File: config.mk
export PLATFORM = sky130hd
export DESIGN_NAME = mem_access_stage
export DESIGN_NICKNAME = d
export VERILOG_FILES = /design/src/rtl/mem_access_stage.sv
export SDC_FILE = /design/constraint.sdc
export NUM_CORES = 1
export LEC_CHECK = 0
export BUFFER_PORTS_ARGS = -buffer_cell sky130_fd_sc_hd__buf_2
export CAP_MARGIN = 25
export CORE_AREA = 3 3 236 238
export CTS_CLUSTER_SIZE = 30
export DETAILED_ROUTE_END_ITERATION = 8
export DIE_AREA = 0 0 239 241
export SYNTH_ARGS = -nofsm -noshare
export SYNTH_HDL_FRONTEND = slang
export SYNTH_SLANG_ARGS = --single-unit
File: constraint.sdc
create_clock -name clk -period 2.79 [get_ports clk]
set_input_delay 0.279 -clock clk [delete_from_list [all_inputs] [get_ports clk]]
set_output_delay 0.279 -clock clk [all_outputs]
set_load 0.01 [all_outputs]
File: src/rtl/mem_access_stage.sv
`default_nettype none
// ============================================================================
// Module   : mem_access_stage
// Brief    : MEM stage of the 64-bit RISC-V pipeline. Issues loads/stores to
//            a multi-cycle data memory over req/ack, stalls upstream while
//            busy, resolves branches and drives the MEM/WB register.
// Revision : 1.0 - initial release
// ============================================================================
module mem_access_stage #(
   parameter int DATA_W   = 64,
   parameter int REG_W    = 5,
   parameter int MAX_WAIT = 16
) (
   input  logic              clk,
   input  logic              reset,
   input  logic              MemRead,
   input  logic              MemWrite,
   input  logic              memToReg,
   input  logic              regWrite,
   input  logic              branch,
   input  logic [DATA_W-1:0] WriteData,
   input  logic [DATA_W-1:0] add2,
   input  logic [REG_W-1:0]  rd,
   input  logic [DATA_W-1:0] AluResult,
   input  logic              zero,
   output logic              dmem_req,
   output logic              dmem_we,
   output logic [DATA_W-1:0] dmem_addr,
   output logic [DATA_W-1:0] dmem_wdata,
   input  logic              dmem_ack,
   input  logic [DATA_W-1:0] dmem_rdata,
   output logic              stall,
   output logic              PCSrc,
   output logic [DATA_W-1:0] branchTarget,
   output logic              mem_err,
   output logic              regWriteOut,
   output logic              memToRegOut,
   output logic [DATA_W-1:0] ReadDataOut,
   output logic [DATA_W-1:0] AluResultOut,
   output logic [REG_W-1:0]  rdOut
);

   localparam int              CNT_W       = $clog2(MAX_WAIT) + 1;
   localparam logic [CNT_W-1:0] c_LAST_WAIT = CNT_W'(MAX_WAIT - 1);

   typedef enum logic [0:0] {
      ST_IDLE = 1'b0,
      ST_BUSY = 1'b1
   } state_t;

   state_t            r_state;
   state_t            w_nextState;
   logic [CNT_W-1:0]  r_waitCnt;

   logic              r_req;
   logic              r_we;
   logic [DATA_W-1:0] r_addr;
   logic [DATA_W-1:0] r_wdata;
   logic              r_memErr;

   // Controls of the in-flight memory instruction, retired on ack
   logic              r_regWriteL;
   logic              r_memToRegL;
   logic [REG_W-1:0]  r_rdL;
   logic [DATA_W-1:0] r_aluL;

   logic              r_regWriteOut;
   logic              r_memToRegOut;
   logic [DATA_W-1:0] r_readDataOut;
   logic [DATA_W-1:0] r_aluResultOut;
   logic [REG_W-1:0]  r_rdOut;

   logic              w_memop;
   logic              w_done;
   logic              w_timeout;
   logic              w_stall;

   always_comb begin
      w_memop     = MemRead | MemWrite;
      w_done      = (r_state == ST_BUSY) & dmem_ack;
      w_timeout   = (r_state == ST_BUSY) & ~dmem_ack & (r_waitCnt == c_LAST_WAIT);
      w_stall     = ((r_state == ST_IDLE) & w_memop) |
                    ((r_state == ST_BUSY) & ~dmem_ack & ~w_timeout);
      w_nextState = r_state;
      case (r_state)
         ST_IDLE: if (w_memop) w_nextState = ST_BUSY;
         ST_BUSY: if (w_done | w_timeout) w_nextState = ST_IDLE;
         default: w_nextState = ST_IDLE;
      endcase
   end

   always_ff @(posedge clk) begin
      if (reset) begin
         r_state <= ST_IDLE;
      end else begin
         r_state <= w_nextState;
      end
   end

   always_ff @(posedge clk) begin
      if (reset) begin
         r_waitCnt      <= '0;
         r_req          <= 1'b0;
         r_we           <= 1'b0;
         r_addr         <= '0;
         r_wdata        <= '0;
         r_memErr       <= 1'b0;
         r_regWriteL    <= 1'b0;
         r_memToRegL    <= 1'b0;
         r_rdL          <= '0;
         r_aluL         <= '0;
         r_regWriteOut  <= 1'b0;
         r_memToRegOut  <= 1'b0;
         r_readDataOut  <= '0;
         r_aluResultOut <= '0;
         r_rdOut        <= '0;
      end else begin
         r_memErr <= 1'b0;
         if (r_state == ST_IDLE) begin
            if (w_memop) begin
               r_req          <= 1'b1;
               r_we           <= MemWrite;
               r_addr         <= AluResult;
               r_wdata        <= WriteData;
               r_waitCnt      <= '0;
               r_regWriteL    <= regWrite;
               r_memToRegL    <= memToReg;
               r_rdL          <= rd;
               r_aluL         <= AluResult;
               r_regWriteOut  <= 1'b0;
               r_memToRegOut  <= 1'b0;
               r_readDataOut  <= '0;
               r_aluResultOut <= '0;
               r_rdOut        <= '0;
            end else begin
               r_regWriteOut  <= regWrite;
               r_memToRegOut  <= memToReg;
               r_readDataOut  <= '0;
               r_aluResultOut <= AluResult;
               r_rdOut        <= rd;
            end
         end else if (w_done) begin
            r_req          <= 1'b0;
            r_waitCnt      <= '0;
            r_regWriteOut  <= r_regWriteL;
            r_memToRegOut  <= r_memToRegL;
            r_readDataOut  <= r_we ? '0 : dmem_rdata;
            r_aluResultOut <= r_aluL;
            r_rdOut        <= r_rdL;
         end else begin
            // Stalled or aborted: MEM/WB sees a bubble
            r_regWriteOut  <= 1'b0;
            r_memToRegOut  <= 1'b0;
            r_readDataOut  <= '0;
            r_aluResultOut <= '0;
            r_rdOut        <= '0;
            if (w_timeout) begin
               r_req     <= 1'b0;
               r_waitCnt <= '0;
               r_memErr  <= 1'b1;
            end else if (r_waitCnt != c_LAST_WAIT) begin
               r_waitCnt <= r_waitCnt + CNT_W'(1);
            end
         end
      end
   end

   assign dmem_req     = r_req;
   assign dmem_we      = r_we;
   assign dmem_addr    = r_addr;
   assign dmem_wdata   = r_wdata;
   assign mem_err      = r_memErr;
   assign stall        = w_stall;
   assign PCSrc        = branch & zero & ~w_stall;
   assign branchTarget = add2;
   assign regWriteOut  = r_regWriteOut;
   assign memToRegOut  = r_memToRegOut;
   assign ReadDataOut  = r_readDataOut;
   assign AluResultOut = r_aluResultOut;
   assign rdOut        = r_rdOut;

endmodule
`default_nettype wire
-- After elaboration in Yosys (flattened, before gate mapping)
Index checks and enable logic that the tools add are counted.
- input port bits: 270
- logic and storage cells: 66
- register bits: 279
- eq/ne operators: 4
- add/sub/neg operators: 1
- muxes and demuxes: 25
- bitwise logic cells: 15
- reductions and logical operators: 6
- operators by type and width (operator ; count):
    $mux 64 ; 3
    $mux 5 ; 8
    $mux 1 ; 13
    $and 1x1->1 ; 7
    $reduce_and 2->1 ; 3
    $add 5x1->5 const B ; 1
    $eq 5x4->1 const B ; 1
    $ne 5x4->1 const B ; 1
    $not 1->1 ; 5
    $ne 4x1->1 const B ; 1
    $reduce_or 4->1 ; 1
    $ne 3x1->1 const B ; 1
    $or 1x1->1 ; 3
    $reduce_or 3->1 ; 1
    $pmux 1 s2 ; 1
    $reduce_bool 2->1 ; 1

-- Longest topological paths before layout
Gate-level depths: netlist (run 1).
- depth after elaboration: 8
- depth in mapped cells: 7
- gate-level depth less buffers: 4

-- Worst setup path before layout (run 1)
Ideal clock, no wire load.
- kind: reg2out
- from: register r_state
- to: output port PCSrc
- data arrival time: 1.178 ns
- slack: 1.333 ns
- path buffers: 2
- cell stages (with the launch flop): 6
- data required time: 2.511 ns
- path through: dfxtp_1 o21bai_1 buf_2 buf_4 o21a_1 and3_1
- cells in the longest elaborated chain, start to end: 7
- elaborated cells between the ends (all ways): 9
- classes of those cells: bitwise: 9
- ends and longest elaborated chain (what ; RTL line ; source):
    start: declaration ; 51 ; state_t r_state;
    start signal: assignment ; 96 ; r_state <= w_nextState;
    $and 1x1->1 ; 81, 83 ;
    $and 1x1->1 ; 81 ; w_timeout = (r_state == ST_BUSY) & ~dmem_ack & (r_waitCnt == c_LAST_WAIT);
    $not 1->1 ; 83 ; ((r_state == ST_BUSY) & ~dmem_ack & ~w_timeout);
    $and 1x1->1 ; 83 ;
    $or 1x1->1 * ; 82 ; w_stall = ((r_state == ST_IDLE) & w_memop) |
    $not 1->1 * ; 174 ; assign PCSrc = branch & zero & ~w_stall;
    $and 1x1->1 * ; 174 ;
    end: declaration ; 33 ; output logic PCSrc,
Mark *: on every way between the ends. The rest lies on a longest branch, timed or not.

-- Worst setup path after layout (run 1)
- from: register r_waitCnt[1]
- to: output port PCSrc
- cells in the longest elaborated chain, start to end: 7
- ends and longest elaborated chain (what ; RTL line ; source):
    start: declaration ; 53 ; logic [CNT_W-1:0] r_waitCnt;
    start signal: assignment ; 162 ; r_waitCnt <= r_waitCnt + CNT_W'(1);
    $eq 5x4->1 ; 81 ;
    $and 1x1->1 ; 81 ;
    $not 1->1 ; 83 ;
    $and 1x1->1 ; 83 ;
    $or 1x1->1 ; 82 ;
    $not 1->1 ; 174 ;
    $and 1x1->1 ; 174 ;
No other way between the ends.

==> out/metrics.yaml, run 1 <==
status:
  status: "complete, no violations"
floorplanning:
  dieWidth_microns: 239
  ios: 602
  dieArea_sq_um: 57600
  start_util_pct: 17.45
  row_count: 85
  core_area_sq_um: 53810
  die_h_microns: 241
placed_design:
  placedCellCount: 2032
  place_ws_ns: 0.9947
  routabilityCongestion: 0.7752
  portBuffers: 473
  hpwlAfterDp_microns: 23630
job:
  cap_violations: 0
sta:
  period_share_pct: 83.25
  finalHoldViolations: 0
  rsz0062_at_grt: "no"
  fmax_ghz: 0.4305
  setup_viol: 0
  setup_ws_ns: 0.4674
  slew_headroom_pct: 31.32
  clock_skew_ns: 0.01197
  tns_ns: 0
  worstMarginPinSlew_ns: 1.030
  drv_slew: 0
  period_minus_slack_ns: 2.323
route:
  detailedRoute.firstIterationViolations: 326
  vias: 9150
  drc: 0
  vias_per_cell: 3.999
  wire_per_inst_microns: 15.82
  dr.pass1.iters: 6
  ant_nets: 0
  drt_wl_total_microns: 36190
grt:
  grt_pass1_vias: 9352
  grt_pass1_wl_microns: 52670
  grt_overflow: 0
  grt_usage_pct: 11.63
  grt_max_degree: 136
  antenna_found_initial: 2
pwr:
  ir_worst_vdd_uv: 434.1
  leakagePower_nw: 7.029
  power_density_nw_per_um2: 644.7
yosys:
  ys.flop_type: "dfxtp_1"
  ys_warn_count: 0
  synth_area_per_cell_sq_um: 9.515
  yosysSeqAreaShare_pct: 59.47
  synth.ff_latch_count: 279
  postSynth.asyncResetShare_pct: 0
  netlist_instances: 987
  synth_edf_count: 0
  syn_nets: 1258
  yosysUniqueCellTypes: 30
  syn-cell-area_sq_um: 9392
clocking:
  cts_buffers: 31
  clock_latency_ns: 0.59
  root_buffer: "clkbuf_16"
  tritoncts: "yes"
  cts_setup_buffers: 0
  htree_levels: 1
  cts_max_path_buffers: 3
  cts.clk_slew.worst_paths_ns: 0.06
  clock-sinks: 279
final_layout:
  final_cell_mix: "buf_2, dfxtp_1, nand2_1"
  n_fill_cell: 5558
  drive_above_1_share_pct: 33.92
  instances_no_fill: 2288
  final_common_cell: "buf_2"
  layout.nets: 1840
  syn2layout_area_growth_pct: 58.98
  diodes: 0
worst_hold_path:
  timing.hold.worst.start: "dmem_ack"
  hp-class: "in -> reg"
critical_path:
  cp-start-kind: "register"
  rr_startpoint: "r_state"
  cp.required_ns: 2.51
  critical_path.endpoint_type: "primary output"
  crit_type: "reg -> out"
  crit_start: "r_waitCnt[1]"
  crit_fanout: 4
  arrival_ns: 2.04
==> flip-flops by register name, summed over array words and instances, names as in the netlist <==
name and flops:
dmem_wdata 64, AluResultOut 64, dmem_req 1, ReadDataOut 64
dmem_we 1, memToRegOut 1, r_rdL 5, r_memToRegL 1
r_regWriteL 1, rdOut 5, regWriteOut 1, r_aluL 64
r_waitCnt 5, mem_err 1, r_state 1
==> worst max-delay path: stages (launching register included) <==
cell and delay [ns]:
dfxtp_1 0.37, ha_1 0.25, and4b_1 0.27, o21a_1 0.26, and3_1 0.19, buf_2 0.13
==> cell usage after synthesis, drive strengths merged (2+ instances only) <==
cell type / instances / area [sq um]
o21a: 2 / 15.01
a21oi: 138 / 690.7
nor2: 3 / 11.26
clkbuf: 25 / 93.84
nor3: 3 / 15.01
nand2: 270 / 1013
inv: 2 / 7.510
nor4: 2 / 12.51
nand3: 2 / 10.01
buf: 108 / 762.0
dfxtp: 279 / 5585
a22o: 73 / 639.4
and3: 2 / 12.51
and2: 64 / 400.4
==> per-layer routing <==
layer / vias to the layer above / track usage, % / wire, microns
met1: 4238 / 11.97 / 12950
li1: 4355 / - / -
met3: 143 / 2.823 / 2641
met5: - / 0 / 0
met2: 414 / 21.49 / 18390
met4: 0 / 6.799 / 2215
==> final cells by class <==
class                      count  area, sq um  share of cell area (%)
tap                          696        870.8                   5.833
timing repair buffer         682         4477                   29.98
clock buffer                  39        845.8                   5.665
inverter                       2        7.507                 0.05028
clock inverter                17        176.4                   1.182
multi-input combinational    573         2968                   19.88
sequential                   279         5585                   37.41
==> kinds of logic (layout without fill, tap and decap cells) <==
kind of cell / after synthesis / after routing / synth area share, %
AOI/OAI and AO/OA: 217 / 217 / 14.68
buffers and inverters: 135 / 740 / 9.193
muxes: 2 / 2 / 0.2265
adders and majority gates: 1 / 1 / 0.1332
DFF: 279 / 279 / 59.47
and+or+nand+nor: 353 / 353 / 16.29
==> timing repair <==
action / CTS / global route
resized for setup: 0 / 0
hold buffers: 200 / 0
hold endpoints to repair: 270 / 0
==> path summary, 6_finish.rpt <==
kind | end | slack, ns | cells after the start
setup / recovery | PCSrc | 0.47 | 5
hold / removal | dmem_req | 0.06 | 3
setup reg to reg | AluResultOut[41] | 0.96 | 3
hold reg to reg | dmem_wdata[46] | 0.45 | 2
==> metrics by stage <==
stage          power [mW]  util [%]  area (sq um)  hold slack [ns]
2_1_floorplan       4.959         -          9392           0.4007
3_3_place_gp        5.352     22.13         11910           0.4358
3_5_place_dp        5.374     22.13         11910           0.4391
4_1_cts             9.787     27.74         14930         0.006153
5_1_grt             10.05     27.74         14930          0.06160
6_report            9.626     27.74         14930          0.05896
==> power breakdown <==
part	switching [mW]	internal [mW]
combinational	0.633	0.574
clock	1.77	2.35
sequential	0.115	4.19
Power figures use the tool's default switching activity.
==> inputs of run 2 (changes only) <==
--- a/config.mk
+++ b/config.mk
@@ -7,10 +7,10 @@
 export LEC_CHECK = 0
 export BUFFER_PORTS_ARGS = -buffer_cell sky130_fd_sc_hd__buf_2
 export CAP_MARGIN = 25
-export CORE_AREA = 3 3 236 238
+export CORE_AREA = 3 3 235 237
 export CTS_CLUSTER_SIZE = 30
 export DETAILED_ROUTE_END_ITERATION = 8
-export DIE_AREA = 0 0 239 241
+export DIE_AREA = 0 0 238 240
 export SYNTH_ARGS = -nofsm -noshare
 export SYNTH_HDL_FRONTEND = slang
 export SYNTH_SLANG_ARGS = --single-unit
==> constraint.sdc (replaced) <==
create_clock -name clk -period 2.1 [get_ports clk]
set_input_delay 0.21 -clock clk [delete_from_list [all_inputs] [get_ports clk]]
set_output_delay 0.21 -clock clk [all_outputs]
set_load 0.01 [all_outputs]
==> run 2 against run 1 <==
Non-clock buffer count increased by 7. Worst setup slack worse by 0.40 ns. Sequential share of layout area shrank 0.50 points. Clock skew grew 0.0032 ns. Critical path depth rose by 1. Clock-buffer cell count increased by 4. Core utilization rose by 0.59 points. Cell count increased by 0.26%. Routed wire length fell by 5.7%. Die area down 0.83%.
==> out/metrics.yaml, run 2 (synthesized netlist as in run 1, its figures left out) <==
pwr:
  total_power_mw: 13.01
  leakagePower_nw: 7.119
  p_seq_share_pct: 43.9
  p_int_mw: 9.787
  power_density_nw_per_um2: 858.2
  sw_frac_of_total_pct: 24.75
  ir_worst_vdd_uv: 599.2
  comb_power_share_pct: 12.5
  clockPowerShare_pct: 43.6
  power_switching_mw: 3.220
worst_hold_path:
  hp-class: "in -> reg"
  timing.hold.worst.start: "MemRead"
  holdPathStages: 4
final_layout:
  final_common_cell: "buf_2"
  final_cell_mix: "buf_2, dfxtp_1, nand2_1"
  register_area_sq_um: 5594
  layout.nets: 1846
  design_area_sq_um: 15160
  diodes: 0
  drive_above_1_share_pct: 34.42
  syn2layout_area_growth_pct: 61.39
  multi_input_area_sq_um: 2985
  instances_no_fill: 2294
  n_fill_cell: 5517
sta:
  period_minus_slack_ns: 2.036
  fmax_ghz: 0.4912
  clock_skew_ns: 0.01517
  worstMarginPinSlew_ns: 0.4880
  drv_slew: 0
  slew_headroom_pct: 67.47
  finalHoldViolations: 0
  setup_viol: 0
  period_share_pct: 96.94
  rsz0062_at_grt: "yes"
route:
  dr.pass1.iters: 5
  vias_per_cell: 3.935
  drt_wl_total_microns: 34120
  vias: 9028
  drc: 0
  ant_nets: 0
  detailedRoute.firstIterationViolations: 294
  wire_per_inst_microns: 14.88
clocking:
  cts.clk_slew.worst_paths_ns: 0.06
  root_buffer: "clkbuf_16"
  cts_buffers: 30
  tritoncts: "yes"
  htree_levels: 1
  clock_latency_ns: 0.59
  clock-sinks: 279
  cts_max_path_buffers: 3
floorplanning:
  ios: 602
  dieArea_sq_um: 57120
  start_util_pct: 17.56
  dieWidth_microns: 238
  row_count: 85
  die_h_microns: 240
  core_area_sq_um: 53500
placed_design:
  portBuffers: 473
  routabilityCongestion: 0.7666
  placedCellCount: 2033
  dpl-instance-area_sq_um: 11990
  hpwlAfterDp_microns: 22360
critical_path:
  critical-path-max-stage-delay_ns: 0.36
  cp-start-kind: "register"
  crit_cells: 6
  ff2ff_path_depth: 5
  critPathTopFamily: "flip-flops"
  arrival_ns: 1.83
  rr_startpoint: "r_state"
  crit_type: "reg -> out"
  critPathBufInv: 3
  slowest_stage: "dfxtp_4"
  critical_path.endpoint_type: "primary output"
  crit_start: "r_waitCnt[1]"
  crit_fanout: 4
  critical_path.cell_chain: "ha_4 -> and4b_1 -> o21a_1 -> buf_4 -> inv_2 -> buf_6"
  cp.required_ns: 1.89
grt:
  grt_overflow: 0
  antenna_found_initial: 0
  grt_max_degree: 89
  grt_usage_pct: 10.94
  grt_pass1_wl_microns: 50140
  grt_pass1_vias: 9042
job:
  cap_violations: 0
status:
  status: "complete, no violations"
-- run 2: cell count changes in the layout (fill, tap and decap cells not counted), sizes merged --
cell	delta
bufinv	+2
clkbuf	+4
buf	+5
inv	-3
clkinvlp	-2
clkinv	-2
dlygate4sd3	+2
-- run 2: final timing paths --
check                         to  slack [ns]
hold reg to reg   dmem_wdata[25]        0.45
hold / removal      r_waitCnt[4]        0.10
setup reg to reg         dmem_we        0.25
setup / recovery           stall        0.06
-- run 2: area by class of cell --
cell class / count / share of cell area (%)
sequential: 279 / 36.91
timing repair buffer: 689 / 30.49
multi-input combinational: 573 / 19.70
clock buffer: 43 / 5.869
tap: 696 / 5.745
clock inverter: 12 / 1.238
inverter: 2 / 0.04953
-- run 2: what timing repair did --
item                                    4_1_cts  5_1_grt
endpoints found under the setup margin        2        2
endpoints found under the hold margin       273        0
pin swaps                                     2        3
hold buffers                                202        0
setup buffers                                 2        2
resized for setup                             6        6
cloned                                        0        0
-- run 2: tightest hold or removal path, delay by kind of cell --
| kind | cells | cell delay [ns] |
|---|---|---|
| buf+inv | 1 | 0.15 |
| compound gates | 1 | 0.12 |
| simple gates | 2 | 0.15 |
-- run 2: power groups by stage --
stage | sequential (mW) | combinational, mW | clock, mW
floorplan | 5.94 | 0.651 | 0
global placement | 5.82 | 1.28 | 0
detailed placement | 5.83 | 1.31 | 0
finish | 5.71 | 1.62 | 5.67
global route | 5.74 | 1.78 | 6.05
CTS | 5.72 | 1.62 | 5.87
-- run 2: per-stage QoR --
stage               util [%]  TNS (ns)  worst slack [ns]  hold WS [ns]
floorplan                  -         0            0.7115        0.3317
global placement       22.41         0            0.4650        0.4096
detailed placement     22.41         0            0.4521        0.4111
CTS                    28.28  -0.02780          -0.01571       0.03665
global route           28.33  -0.03099          -0.01929        0.1295
finish                 28.33         0           0.06431        0.1018
-- run 2: metal layers --
metal | global-route usage [%] | up-vias | part of all wire [%]
met2 | 19.80 | 402 | 49
met1 | 11.26 | 4126 | 36
met3 | 2.764 | 141 | 7.6
li1 | - | 4359 | -
met5 | 0 | - | 0
met4 | 7.092 | 0 | 6.7
